===== src/rtl/lcd_spi_rx.sv =====
`default_nettype none
// lcd_spi_rx: decodes LCD 5-wire SPI traffic into dc-tagged bytes behind a show-ahead FIFO.
// Optional PCD8544 X/Y address tracking is enabled by defining LCD_RX_ADDR_DECODE_EN.
module lcd_spi_rx #(
  parameter int FIFO_DEPTH = 16,
  parameter int FIFO_AW    = 4
) (
  input  logic               clk,
  input  logic               reset,
  input  logic               i_sce,
  input  logic               i_sck,
  input  logic               i_mosi,
  input  logic               i_dc,
  input  logic               i_rst_lcd,
  output logic               o_valid,
  output logic [7:0]         o_data,
  output logic               o_dc,
  input  logic               i_ready,
  output logic [FIFO_AW:0]   o_level,
  output logic               o_overflow,
  output logic               o_frame_err,
  input  logic               i_clr_err
`ifdef LCD_RX_ADDR_DECODE_EN
  ,
  output logic [6:0]         o_x,
  output logic [2:0]         o_y
`endif
);

  // Bit order of the synchronizer vectors: {sce, sck, mosi, dc, rst_lcd}
  localparam logic [4:0]       SYNC_INIT = 5'b10001;
  localparam logic [FIFO_AW:0] DEPTH     = (FIFO_AW+1)'(FIFO_DEPTH);
  localparam logic [FIFO_AW:0] LVL_ONE   = (FIFO_AW+1)'(1);

  typedef enum logic [0:0] {IDLE = 1'b0, SHIFT = 1'b1} state_t;

  logic [4:0] raw, sync1, sync2;
  logic [1:0] hist;
  logic       sce_s, sck_s, mosi_s, dc_s, lcd_run, sck_rise, sce_rise;

  assign raw = {i_sce, i_sck, i_mosi, i_dc, i_rst_lcd};

  always_ff @(posedge clk or negedge reset) begin
    if (!reset) begin
      sync1 <= SYNC_INIT;
      sync2 <= SYNC_INIT;
      hist  <= 2'b10;
    end else begin
      sync1 <= raw;
      sync2 <= sync1;
      hist  <= sync2[4:3];
    end
  end

  assign sce_s    = sync2[4];
  assign sck_s    = sync2[3];
  assign mosi_s   = sync2[2];
  assign dc_s     = sync2[1];
  assign lcd_run  = sync2[0];
  assign sck_rise = sck_s & ~hist[0];
  assign sce_rise = sce_s & ~hist[1];

  state_t     state, state_nxt;
  logic [6:0] shreg, shreg_nxt;
  logic [2:0] bitcnt, bitcnt_nxt;
  logic       cap, frame_set;

  always_ff @(posedge clk or negedge reset) begin
    if (!reset) begin
      state  <= IDLE;
      shreg  <= '0;
      bitcnt <= '0;
    end else begin
      state  <= state_nxt;
      shreg  <= shreg_nxt;
      bitcnt <= bitcnt_nxt;
    end
  end

  always_comb begin
    state_nxt  = state;
    shreg_nxt  = shreg;
    bitcnt_nxt = bitcnt;
    cap        = 1'b0;
    frame_set  = 1'b0;
    case (state)
      IDLE: if (!sce_s) state_nxt = SHIFT;
      SHIFT: begin
        if (sce_rise) begin
          frame_set  = (bitcnt != 3'd0);
          bitcnt_nxt = 3'd0;
          state_nxt  = IDLE;
        end else if (sck_rise) begin
          shreg_nxt  = {shreg[5:0], mosi_s};
          bitcnt_nxt = bitcnt + 3'd1;
          cap        = (bitcnt == 3'd7);
        end
      end
      default: state_nxt = IDLE;
    endcase
    // LCD reset freezes the shifter but leaves the FSM and FIFO alone
    if (!lcd_run) begin
      shreg_nxt  = '0;
      bitcnt_nxt = '0;
      cap        = 1'b0;
    end
  end

  logic       push_pend, cap_dc;
  logic [7:0] cap_data;

  always_ff @(posedge clk or negedge reset) begin
    if (!reset) begin
      push_pend <= 1'b0;
      cap_data  <= '0;
      cap_dc    <= 1'b0;
    end else begin
      push_pend <= cap;
      if (cap) begin
        cap_data <= {shreg, mosi_s};
        cap_dc   <= dc_s;
      end
    end
  end

  logic [8:0]         mem [FIFO_DEPTH];
  logic [FIFO_AW-1:0] wr_ptr, rd_ptr, rd_nxt;
  logic [FIFO_AW:0]   level;
  logic [7:0]         head_data;
  logic               head_dc, pop, push, overflow, frame_err;

  assign rd_nxt = rd_ptr + FIFO_AW'(1);
  assign pop    = (level != '0) & i_ready;
  assign push   = push_pend & ((level != DEPTH) | pop);

  always_ff @(posedge clk) begin
    if (push) mem[wr_ptr] <= {cap_dc, cap_data};
  end

  // Head is registered so it holds the last popped byte while the FIFO is empty
  always_ff @(posedge clk or negedge reset) begin
    if (!reset) begin
      wr_ptr    <= '0;
      rd_ptr    <= '0;
      level     <= '0;
      head_data <= '0;
      head_dc   <= 1'b0;
      overflow  <= 1'b0;
      frame_err <= 1'b0;
    end else begin
      if (push) wr_ptr <= wr_ptr + FIFO_AW'(1);
      if (pop)  rd_ptr <= rd_nxt;
      case ({push, pop})
        2'b10:   level <= level + LVL_ONE;
        2'b01:   level <= level - LVL_ONE;
        default: level <= level;
      endcase
      if (pop) begin
        if (level > LVL_ONE) {head_dc, head_data} <= mem[rd_nxt];
        else if (push)       {head_dc, head_data} <= {cap_dc, cap_data};
      end else if (level == '0 && push) begin
        {head_dc, head_data} <= {cap_dc, cap_data};
      end
      overflow  <= (push_pend & ~push) | (overflow & ~i_clr_err);
      frame_err <= frame_set | (frame_err & ~i_clr_err);
    end
  end

  assign o_valid     = (level != '0);
  assign o_data      = head_data;
  assign o_dc        = head_dc;
  assign o_level     = level;
  assign o_overflow  = overflow;
  assign o_frame_err = frame_err;

`ifdef LCD_RX_ADDR_DECODE_EN
  logic [6:0] addr_x;
  logic [2:0] addr_y;

  always_ff @(posedge clk or negedge reset) begin
    if (!reset) begin
      addr_x <= '0;
      addr_y <= '0;
    end else if (!lcd_run) begin
      addr_x <= '0;
      addr_y <= '0;
    end else if (push_pend) begin
      if (!cap_dc) begin
        if (cap_data[7])
          addr_x <= (cap_data[6:0] > 7'd83) ? 7'd83 : cap_data[6:0];
        else if (cap_data[7:3] == 5'b01000)
          addr_y <= (cap_data[2:0] > 3'd5) ? 3'd5 : cap_data[2:0];
      end else if (addr_x >= 7'd83) begin
        addr_x <= '0;
        addr_y <= (addr_y >= 3'd5) ? 3'd0 : addr_y + 3'd1;
      end else begin
        addr_x <= addr_x + 7'd1;
      end
    end
  end

  assign o_x = addr_x;
  assign o_y = addr_y;
`endif

endmodule
`default_nettype wire

===== config.mk =====
export PLATFORM = sky130hd
export DESIGN_NAME = lcd_spi_rx
export DESIGN_NICKNAME = d
export VERILOG_FILES = /design/src/rtl/lcd_spi_rx.sv
export SDC_FILE = /design/constraint.sdc
export NUM_CORES = 1
export LEC_CHECK = 0
export CAP_MARGIN = 20
export CELL_PAD_IN_SITES_DETAIL_PLACEMENT = 0
export CELL_PAD_IN_SITES_GLOBAL_PLACEMENT = 2
export CORE_ASPECT_RATIO = 1.2
export CORE_MARGIN = 1.5
export CORE_UTILIZATION = 44
export DETAILED_ROUTE_END_ITERATION = 6
export PLACE_DENSITY = 0.74
export REMOVE_ABC_BUFFERS = 1
export SYNTH_ARGS = -nofsm -noshare
export SYNTH_HDL_FRONTEND = slang
export SYNTH_SLANG_ARGS = --single-unit

===== constraint.sdc =====
create_clock -name clk -period 3.46 [get_ports clk]
set_clock_uncertainty 0.2 [all_clocks]
set_input_delay 0.865 -clock clk [delete_from_list [all_inputs] [get_ports clk]]
set_output_delay 0.865 -clock clk [all_outputs]
set_load 0.01 [all_outputs]

==> results of run 1 <==
cells in the mapped netlist (2+ instances only):
library cell,count
a221oi_1,7
clkbuf_1,5
mux2_2,10
nor2_1,17
a32oi_1,4
buf_2,5
mux2i_1,21
buf_6,4
nand2b_1,2
xor2_1,5
nor3_1,7
a211oi_1,3
mux4_2,36
inv_1,10
edfxtp_1,144
nor2b_1,17
dfrtp_1,52
o211a_1,2
a21o_1,2
xnor2_1,9
a2111oi_0,7
dfstp_2,5
buf_4,4
buf_1,3
a31oi_1,2
nand3_1,2
ha_1,12
a21oi_1,2
a32o_1,3
nand2_1,13
and3_1,2
per-stage QoR:
stage          worst slack [ns]  std cells  util [%]  cell area, µm²  hold WS [ns]
2_1_floorplan            -0.669        417         -            7950         0.131
3_3_place_gp              0.507        687      47.8            8650         0.132
4_1_cts                  0.0598        723      51.7            9370         0.129
6_report                  0.248        725      51.8            9380         0.130
5_1_grt                   0.144        725      51.8            9380         0.151
3_5_place_dp              0.361        687      47.8            8650         0.136
sequential cells by signal, indices dropped and copies added (netlist names):
name / flops
bitcnt: 3
cap_data: 8
cap_dc: 1
hist: 2
mem: 144
o_data: 8
o_dc: 1
o_frame_err: 1
o_level: 5
o_overflow: 1
push_pend: 1
rd_ptr: 4
shreg: 7
state: 1
sync1: 5
sync2: 5
wr_ptr: 4
where the power goes:
part / leakage [nW] / total (W) / switching, W / internal (W)
clock: 0.350 / 0.00232 / 0.000900 / 0.00142
combinational: 1.04 / 0.00158 / 0.000851 / 0.000728
sequential: 2.23 / 0.00283 / 0.000149 / 0.00268
worst max-delay path, cell delays in order (launching register included):
cell	delay, ns
dfrtp_1	0.47
inv_1	0.14
ha_1	0.21
nor4b_4	0.25
inv_2	0.10
clkdlybuf4s50_1	0.49
cell type report:
cell class / count / area [µm²]
fillers: 1475 / 8720
flip-flops and latches: 201 / 5760
multi-input cells: 205 / 2160
clock buffers: 23 / 533
repair buffers: 48 / 430
well taps: 224 / 280
clock inverters: 13 / 185
inverters: 11 / 41.3
cell families (layout without fill, tap and decap cells):
family,count (synthesis),after routing
buffers and inverters,32,95
AOI/OAI and AO/OA,43,43
DFF,201,201
adders and majority gates,12,12
xor gates and xnor gates,14,14
and+or+nand+nor,69,69
muxes,67,67
metal layers:
layer | share of wire (%) | vias up | GRT usage, %
li1 | - | 1819 | -
met1 | 42 | 2075 | 21.5
met2 | 50 | 86 | 29.9
met3 | 4.5 | 33 | 2.54
met4 | 3.2 | 0 | 7.10
met5 | 0 | - | 0
path summary, 6_finish.rpt:
path / endpoint / start / depth (start not counted) / slack [ns]
setup / recovery: o_valid / o_level[1]$_DFFE_PN0P_ / 5 / 0.25
hold / removal: o_level[0]$_DFFE_PN0P_ / reset / 1 / 0.13
setup reg to reg: cap_data[2]$_DFFE_PN0P_ / hist[1]$_DFF_PN1_ / 4 / 0.77
hold reg to reg: sync2[2]$_DFF_PN0_ / sync1[2]$_DFF_PN0_ / 0 / 0.15
max in group asynchronous: hist[1]$_DFF_PN1_ / reset / 2 / 2.03
min in group clk: sync2[2]$_DFF_PN0_ / sync1[2]$_DFF_PN0_ / 0 / 0.15
timing repair:
| item | CTS | global route |
|---|---|---|
| hold buffers | 0 | 0 |
| setup buffers | 0 | 1 |
| endpoints found under the setup margin | 0 | 1 |
==> impl_metrics.json, run 1 <==
{
  "post_cts_gate_resize_count": 0,
  "cp_data_required_time_ns": 2.39,
  "cts_num_sinks": 201,
  "worst-setup-path-type": "reg -> out",
  "clk-insertion-delay-late_ns": 0.49,
  "ir_drop_uv": 541,
  "post_synth_num_cell_types": 52,
  "cap_violations": 0,
  "synthDominantAreaCellType": "edfxtp_1",
  "post-route-drc-count": 0,
  "grt_setup_unrepaired": "no",
  "synth.yosys.seq_area_share_pct": 71.3,
  "post-route-min-period_ns": 3.21,
  "post_synthesis_simple_gate_area_fraction_pct": 4.65,
  "area.growth.synth_to_final_pct": 16.2,
  "grt_first_pass_wirelength_mm": 24.5,
  "die_area_um2": 19200,
  "synth.avg_cell_area_um2": 18.4,
  "postRouteAntennaNets": 0,
  "nets": 508,
  "gp_congestion": 0.774,
  "die_w_um": 127,
  "dominant_combinational_cell_family_by_area_after_synthesis": "multiplexers",
  "routed_via_density": 5.54,
  "route.detailed.wl_per_inst_um": 21.4,
  "h-tree-depth": 1,
  "max_freq_mhz": 311,
  "critical_path_peak_fanout": 8,
  "place_hpwl_mm": 9.77,
  "clock_pin_slew_on_the_worst_setup_and_hold_paths_ns": 0.06,
  "pin_count": 26,
  "die_h_um": 151,
  "diodes": 0,
  "synth_flop_cell": "edfxtp_1",
  "mostFrequentLayoutCell": "edfxtp_1",
  "holdCritPathClass": "in -> async",
  "antenna_found_initial": 0,
  "synth_fa_ha_area_share_pct": 1.86,
  "post_synth_main_area_contributors": "edfxtp_1 54%, dfrtp_1 16%, mux4_2 10%, mux2i_1 2.6%, ha_1 1.9%",
  "number_of_enable_type_register_cells_in_the_synthesized_netlist": 144,
  "synth_compound_area_share_pct": 4.54,
  "fin_crit_sh_pct": 92.8,
  "run_status": "completed",
  "slew_headroom_pct": 32.2,
  "post_synth_xor_area_fraction_pct": 1.52,
  "critical_path_arrival_ns": 2.15,
  "most_frequent_cells_in_the_layout": "144 x edfxtp_1, 51 x dfrtp_1, 36 x mux4_2, 24 x clkdlybuf4s50_1, 22 x buf_4",
  "finalPower_w": 0.00672,
  "hold_violations": 0,
  "drive_above_1_share_pct": 23.2,
  "worst_setup_path_end_kind": "output pin",
  "grt_remaining_overflow": 0,
  "ys_seq_elements": 201,
  "count_of_buffers_from_port_buffering": 25,
  "first_pass_iters": 5,
  "drt_iter0_drc": 298,
  "syn_inst": 438,
  "power_density_nw_per_um2": 716,
  "initial_core_util_pct": 44.6,
  "synth.yosys.warnings": 0,
  "measured_slew_at_the_worst_slew_check_pin_ns": 1.01,
  "slew_violations": 0,
  "synth-async-reset-ratio_pct": 28.4,
  "core_area_um2": 18100,
  "timing.critical_path.from_type": "flip-flop",
  "clock-root-buffer": "clkbuf_16",
  "timing.final.setup_violations": 0,
  "totalNegativeSetupSlack_ns": 0,
  "cts_tree": "yes",
  "grt_util_all_layers_pct": 17.1,
  "syn-cell-area_um2": 8080,
  "grt_start_max_net_pins": 41,
  "vias_after_detailed_routing": 4013,
  "tritoncts.num_buffers": 20,
  "muxShareOfSynthArea_pct": 14.0,
  "number_of_cell_rows": 54,
  "clock_tree.buffer_depth": 3,
  "postRouteWirelength_mm": 15.5,
  "first_global_vias": 4282,
  "synth.top_cell.area_share_pct": 53.5,
  "power.leakage_nw": 3.62
}
Note: power is estimated with default switching activity, not from simulation.
==> run 2, diff against run 1 <==
--- a/config.mk
+++ b/config.mk
@@ -5,14 +5,15 @@
 export SDC_FILE = /design/constraint.sdc
 export NUM_CORES = 1
 export LEC_CHECK = 0
+export ABC_AREA = 1
 export CAP_MARGIN = 20
 export CELL_PAD_IN_SITES_DETAIL_PLACEMENT = 0
 export CELL_PAD_IN_SITES_GLOBAL_PLACEMENT = 2
 export CORE_ASPECT_RATIO = 1.2
 export CORE_MARGIN = 1.5
-export CORE_UTILIZATION = 44
+export CORE_UTILIZATION = 41
 export DETAILED_ROUTE_END_ITERATION = 6
-export PLACE_DENSITY = 0.74
+export PLACE_DENSITY = 0.8
 export REMOVE_ABC_BUFFERS = 1
 export SYNTH_ARGS = -nofsm -noshare
 export SYNTH_HDL_FRONTEND = slang
==> constraint.sdc (replaced) <==
create_clock -name clk -period 3.23 [get_ports clk]
set_clock_uncertainty 0.2 [all_clocks]
set_input_delay 0.8075 -clock clk [delete_from_list [all_inputs] [get_ports clk]]
set_output_delay 0.8075 -clock clk [all_outputs]
set_load 0.01 [all_outputs]
==> run 2 against run 1 <==
Against the previous run: combinational power rose by 98%; die area is 18% higher; final cell count up 67%; design area increased by 8.3%; first-iteration DRC count increased by 13%; largest cell class unchanged.
==> impl_metrics.json, run 2 <==
{
  "slew_headroom_pct": 35.1,
  "post_synth_main_area_contributors": "edfxtp_1 48%, dfrtp_1 15%, nand2_1 12%, nand3_1 7.5%, inv_1 6.0%",
  "grt_util_all_layers_pct": 19.7,
  "postRouteAntennaNets": 0,
  "power.combinational.fraction_pct": 37.7,
  "worst_slack_ns": 0.247,
  "number_of_cell_rows": 58,
  "first_pass_iters": 5,
  "holdCritPathClass": "in -> async",
  "max_freq_mhz": 335,
  "clock_tree.buffer_depth": 3,
  "cts_hold_buffers": 0,
  "sw_frac_of_total_pct": 38.2,
  "antenna_found_initial": 0,
  "post_synthesis_simple_gate_area_fraction_pct": 21.8,
  "synthDominantAreaCellType": "edfxtp_1",
  "power.leakage_nw": 4.51,
  "post-route-min-period_ns": 2.98,
  "path_delay_family": "buffers and inverters",
  "synth.top_cell.area_share_pct": 48.4,
  "timing.final.setup_violations": 0,
  "synth_flop_cell": "edfxtp_1",
  "grt_remaining_overflow": 0,
  "yosys-top-cells-count": "274 x nand2_1, 144 x edfxtp_1, 142 x inv_1",
  "power.share.clock_pct": 25.9,
  "cpPeakStageDelay_ns": 0.56,
  "max_reg_flops": 144,
  "drt_iter0_drc": 338,
  "power_report.internal_total_w": 0.00513,
  "area.growth.synth_to_final_pct": 13.8,
  "synth.yosys.warnings": 0,
  "synthMostInstantiatedCell": "nand2_1",
  "nets": 945,
  "critical_path_peak_fanout": 7,
  "detailedPlace.worstSlack_ns": 0.278,
  "grt_setup_unrepaired": "no",
  "vias_after_detailed_routing": 5880,
  "clock_pin_slew_on_the_worst_setup_and_hold_paths_ns": 0.06,
  "post_synth_num_cell_types": 30,
  "run_status": "completed",
  "most_frequent_cells_in_the_layout": "274 x nand2_1, 144 x edfxtp_1, 142 x inv_1, 133 x nand3_1, 51 x dfrtp_1",
  "worst_setup_path_end_kind": "output pin",
  "die_area_um2": 22700,
  "cts_num_sinks": 201,
  "post_cts_gate_resize_count": 0,
  "synth.avg_cell_area_um2": 10.1,
  "cap_violations": 0,
  "slew_violations": 0,
  "power.net_switching_w": 0.00317,
  "dominant_combinational_cell_family_by_area_after_synthesis": "simple AND/OR/NAND/NOR gates",
  "synth.yosys.seq_area_share_pct": 64.4,
  "critPathSlowestCell": "clkdlybuf4s50_1",
  "post_synth_xor_area_fraction_pct": 2.19,
  "syn_inst": 881,
  "ys_seq_elements": 201,
  "critical_path.cell_chain": "inv_1, ha_1, nand3_2, clkdlybuf4s50_1",
  "count_of_buffers_from_port_buffering": 25,
  "place_hpwl_mm": 14.1,
  "synth-async-reset-ratio_pct": 28.4,
  "hold_violations": 0,
  "post-route-drc-count": 0,
  "worst-setup-path-type": "reg -> out",
  "grt_first_pass_wirelength_mm": 33.0,
  "power_density_nw_per_um2": 817,
  "clock-root-buffer": "clkbuf_16",
  "power_share_of_the_sequential_group_pct": 36.4,
  "fin_crit_sh_pct": 92.4,
  "clk-insertion-delay-late_ns": 0.49,
  "tritoncts.num_buffers": 21,
  "grt_start_max_net_pins": 73,
  "cts_post_setup_buffers_inserted": 0,
  "drive_above_1_share_pct": 9.59,
  "number_of_enable_type_register_cells_in_the_synthesized_netlist": 144,
  "die_w_um": 138,
  "routed_via_density": 4.87,
  "first_global_vias": 5927,
  "registers.top_by_ff_count": "mem",
  "core_area_um2": 21200,
  "syn-cell-area_um2": 8930,
  "timing.critical_path.from_type": "flip-flop",
  "ir_drop_uv": 458,
  "post-route-util_pct": 48.0,
  "gp_congestion": 0.808,
  "cp_data_required_time_ns": 2.22,
  "cts_tree": "yes",
  "muxShareOfSynthArea_pct": 0,
  "cp.buffers_inverters": 2,
  "route.detailed.wl_per_inst_um": 17.5,
  "mostFrequentLayoutCell": "nand2_1",
  "critical_path_arrival_ns": 1.98,
  "synth_fa_ha_area_share_pct": 1.68,
  "die_h_um": 165,
  "h-tree-depth": 1,
  "finalPower_w": 0.00830,
  "initial_core_util_pct": 42.2,
  "postRouteWirelength_mm": 21.1,
  "measured_slew_at_the_worst_slew_check_pin_ns": 0.973,
  "pin_count": 26,
  "synth_compound_area_share_pct": 1.72,
  "diodes": 0
}
-- run 2: through the flow --
step	TNS, ns	hold slack (ns)	area (µm²)	instances
6_report	0	0.0757	10200	1208
4_1_cts	0	0.0740	10200	1208
3_3_place_gp	0	0.134	9550	1171
3_5_place_dp	0	0.138	9550	1171
5_1_grt	0	0.0898	10200	1208
2_1_floorplan	-1.66	0.131	8770	852
-- run 2: layer usage --
layer  wire length, µm  GRT usage, %  vias up
li1                  -             -     2908
met1              9010          24.5     2817
met2             10700          35.4      121
met3               866          2.67       34
met4               504          5.87        0
met5                 0             0        -
-- run 2: worst paths after layout --
| path | end | slack [ns] | depth (start not counted) | startpoint |
|---|---|---|---|---|
| hold / removal | o_level[0]$_DFFE_PN0P_ | 0.08 | 1 | reset |
| setup / recovery | o_valid | 0.25 | 4 | o_level[0]$_DFFE_PN0P_ |
| min in group clk | sync2[2]$_DFF_PN0_ | 0.15 | 0 | sync1[2]$_DFF_PN0_ |
| max in group asynchronous | sync2[0]$_DFF_PN1_ | 2.04 | 2 | reset |
| hold reg to reg | sync2[2]$_DFF_PN0_ | 0.15 | 0 | sync1[2]$_DFF_PN0_ |
| setup reg to reg | o_data[6]$_DFFE_PN0P_ | 0.89 | 7 | rd_ptr[0]$_DFFE_PN0N_ |
-- run 2: kinds of logic after synthesis --
logic type | Yosys count
buffers and inverters | 178
AND/OR/NAND/NOR | 445
flip-flops | 201
adder cells (fa/ha/maj) | 12
XOR/XNOR | 15
AO/OA/AOI/OAI | 30
-- run 2: layout make-up --
class	instances	area, µm²
fill	1973	11000
sequential	201	5760
multi-input combinational	502	2440
inverter	149	573
clock buffer	22	529
timing repair buffer	49	438
tap	270	338
clock inverter	15	80.1
-- run 2: power groups by stage --
stage	combinational, W	clock (W)	sequential (W)
6_report	0.00313	0.00215	0.00303
5_1_grt	0.00349	0.00230	0.00305
4_1_cts	0.00315	0.00220	0.00303
3_5_place_dp	0.00314	0	0.00308
3_3_place_gp	0.00310	0	0.00307
2_1_floorplan	0.00191	0	0.00318
==> run 3, diff against run 2 <==
--- a/config.mk
+++ b/config.mk
@@ -6,11 +6,10 @@
 export NUM_CORES = 1
 export LEC_CHECK = 0
 export ABC_AREA = 1
-export CAP_MARGIN = 20
 export CELL_PAD_IN_SITES_DETAIL_PLACEMENT = 0
 export CELL_PAD_IN_SITES_GLOBAL_PLACEMENT = 2
 export CORE_ASPECT_RATIO = 1.2
-export CORE_MARGIN = 1.5
+export CORE_MARGIN = 8
 export CORE_UTILIZATION = 41
 export DETAILED_ROUTE_END_ITERATION = 6
 export PLACE_DENSITY = 0.8
==> run 3 against run 2 <==
Against the previous run: wire length decreased by 3.8%; largest cell class unchanged; fmax decreased by 0.68%; sequential share of layout area decreased by 0.31 points; combinational power about the same; non-clock buffer count decreased by 2; highest routed layer unchanged.
==> impl_metrics.json, run 3 (synthesis gave the netlist of run 2 again) <==
{
  "nets": 942,
  "clock-root-buffer": "clkbuf_16",
  "cap_violations": 0,
  "cts_tree": "yes",
  "grt_setup_unrepaired": "no",
  "cp_data_required_time_ns": 2.22,
  "post_cts_gate_resize_count": 0,
  "timing.critical_path.from_type": "flip-flop",
  "power_density_nw_per_um2": 833,
  "cts_num_sinks": 201,
  "worst_slack_ns": 0.226,
  "slew_violations": 0,
  "post-route-drc-count": 0,
  "grt_first_pass_wirelength_mm": 32.3,
  "die_area_um2": 26800,
  "pin_count": 26,
  "r2r_setup_slack_ns": 0.61,
  "fin_crit_sh_pct": 93.0,
  "critical_path_arrival_ns": 2.00,
  "route.detailed.wl_per_inst_um": 16.8,
  "h-tree-depth": 1,
  "post-route-util_pct": 47.4,
  "mostFrequentLayoutCell": "nand2_1",
  "first_pass_iters": 5,
  "gp_congestion": 0.758,
  "place_hpwl_mm": 13.1,
  "initial_core_util_pct": 41.4,
  "grt_remaining_overflow": 0,
  "instances_no_fill": 1209,
  "critical_path_peak_fanout": 7,
  "antenna_found_initial": 0,
  "hold_violations": 0,
  "postRouteAntennaNets": 0,
  "drt_iter0_drc": 353,
  "worst_setup_path_end_kind": "output pin",
  "grt_start_max_net_pins": 73,
  "cts_post_setup_buffers_inserted": 0,
  "die_h_um": 178,
  "clk-insertion-delay-late_ns": 0.48,
  "run_status": "completed",
  "max_reg_flops": 144,
  "max_freq_mhz": 333,
  "diodes": 0,
  "post-route-min-period_ns": 3.00,
  "vias_after_detailed_routing": 5755,
  "tritoncts.num_buffers": 20,
  "count_of_buffers_from_port_buffering": 25,
  "timing.final.setup_violations": 0,
  "grt_util_all_layers_pct": 15.8,
  "number_of_cell_rows": 59,
  "core_area_um2": 21600,
  "detailedPlace.worstSlack_ns": 0.304,
  "most_frequent_cells_in_the_layout": "274 x nand2_1, 144 x edfxtp_1, 142 x inv_1, 133 x nand3_1, 51 x dfrtp_1",
  "registers.top_by_ff_count": "mem",
  "clock_tree.buffer_depth": 3,
  "cts_hold_buffers": 0,
  "measured_slew_at_the_worst_slew_check_pin_ns": 0.869,
  "postRouteWirelength_mm": 20.3,
  "worst-setup-path-type": "reg -> out",
  "clock_pin_slew_on_the_worst_setup_and_hold_paths_ns": 0.06,
  "holdCritPathClass": "in -> async",
  "ir_drop_uv": 679,
  "slew_headroom_pct": 42.1,
  "area.growth.synth_to_final_pct": 14.4,
  "die_w_um": 151,
  "cell_total_after_placement": 1173,
  "power.leakage_nw": 4.53,
  "first_global_vias": 5840,
  "drive_above_1_share_pct": 9.30,
  "routed_via_density": 4.76
}
[run 3: cell count changes in the layout (fill, tap and decap cells not counted), sizes merged]
cell      previous run  this run
clkinv              10         5
buf                 25        23
clkbuf              22        25
clkinvlp             4         3
bufinv               1         3
[run 3: through the flow]
step           power [W]  TNS (ns)  hold slack (ns)  area, µm²
2_1_floorplan    0.00509     -1.66            0.131       8770
4_1_cts          0.00862         0            0.115      10200
3_5_place_dp     0.00629         0            0.139       9550
6_report         0.00851         0           0.0914      10200
5_1_grt          0.00901         0            0.107      10200
3_3_place_gp     0.00632         0            0.133       9550
[run 3: path summary, 6_finish.rpt]
path	to	startpoint	cells after the start
max	o_valid	o_level[0]$_DFFE_PN0P_	4
min	o_level[2]$_DFFE_PN0P_	reset	2
max reg2reg	cap_data[0]$_DFFE_PN0P_	hist[1]$_DFF_PN1_	6
min reg2reg	sync2[2]$_DFF_PN0_	sync1[2]$_DFF_PN0_	0
max in group asynchronous	sync2[0]$_DFF_PN1_	reset	2
min in group clk	sync2[2]$_DFF_PN0_	sync1[2]$_DFF_PN0_	0
[run 3: power by group]
| group | total, W | switching (W) | internal (W) |
|---|---|---|---|
| clock | 0.00232 | 0.000949 | 0.00138 |
| sequential | 0.00303 | 0.000155 | 0.00288 |
| combinational | 0.00316 | 0.00209 | 0.00106 |
[run 3: layout make-up]
| class | instances | area (µm²) |
|---|---|---|
| repair buffers | 47 | 435 |
| clock inverters | 11 | 113 |
| fillers | 2067 | 11300 |
| multi-input cells | 502 | 2440 |
| inverters | 149 | 573 |
| clock buffers | 25 | 551 |
| flip-flops and latches | 201 | 5760 |
| well taps | 274 | 343 |
[run 3: critical path, stage by stage, from the launching register on]
cell and delay (ns):
dfrtp_1 0.47, inv_1 0.13, ha_1 0.24, nand3_2 0.12, clkdlybuf4s50_1 0.55
[run 3: metal layers]
layer / up-vias / part of all wire, % / global-route usage [%]
met4: 0 / 1.9 / 4.38
met2: 98 / 53 / 29.0
met3: 21 / 2.8 / 1.66
li1: 2902 / - / -
met5: - / 0 / 0
met1: 2734 / 43 / 19.0
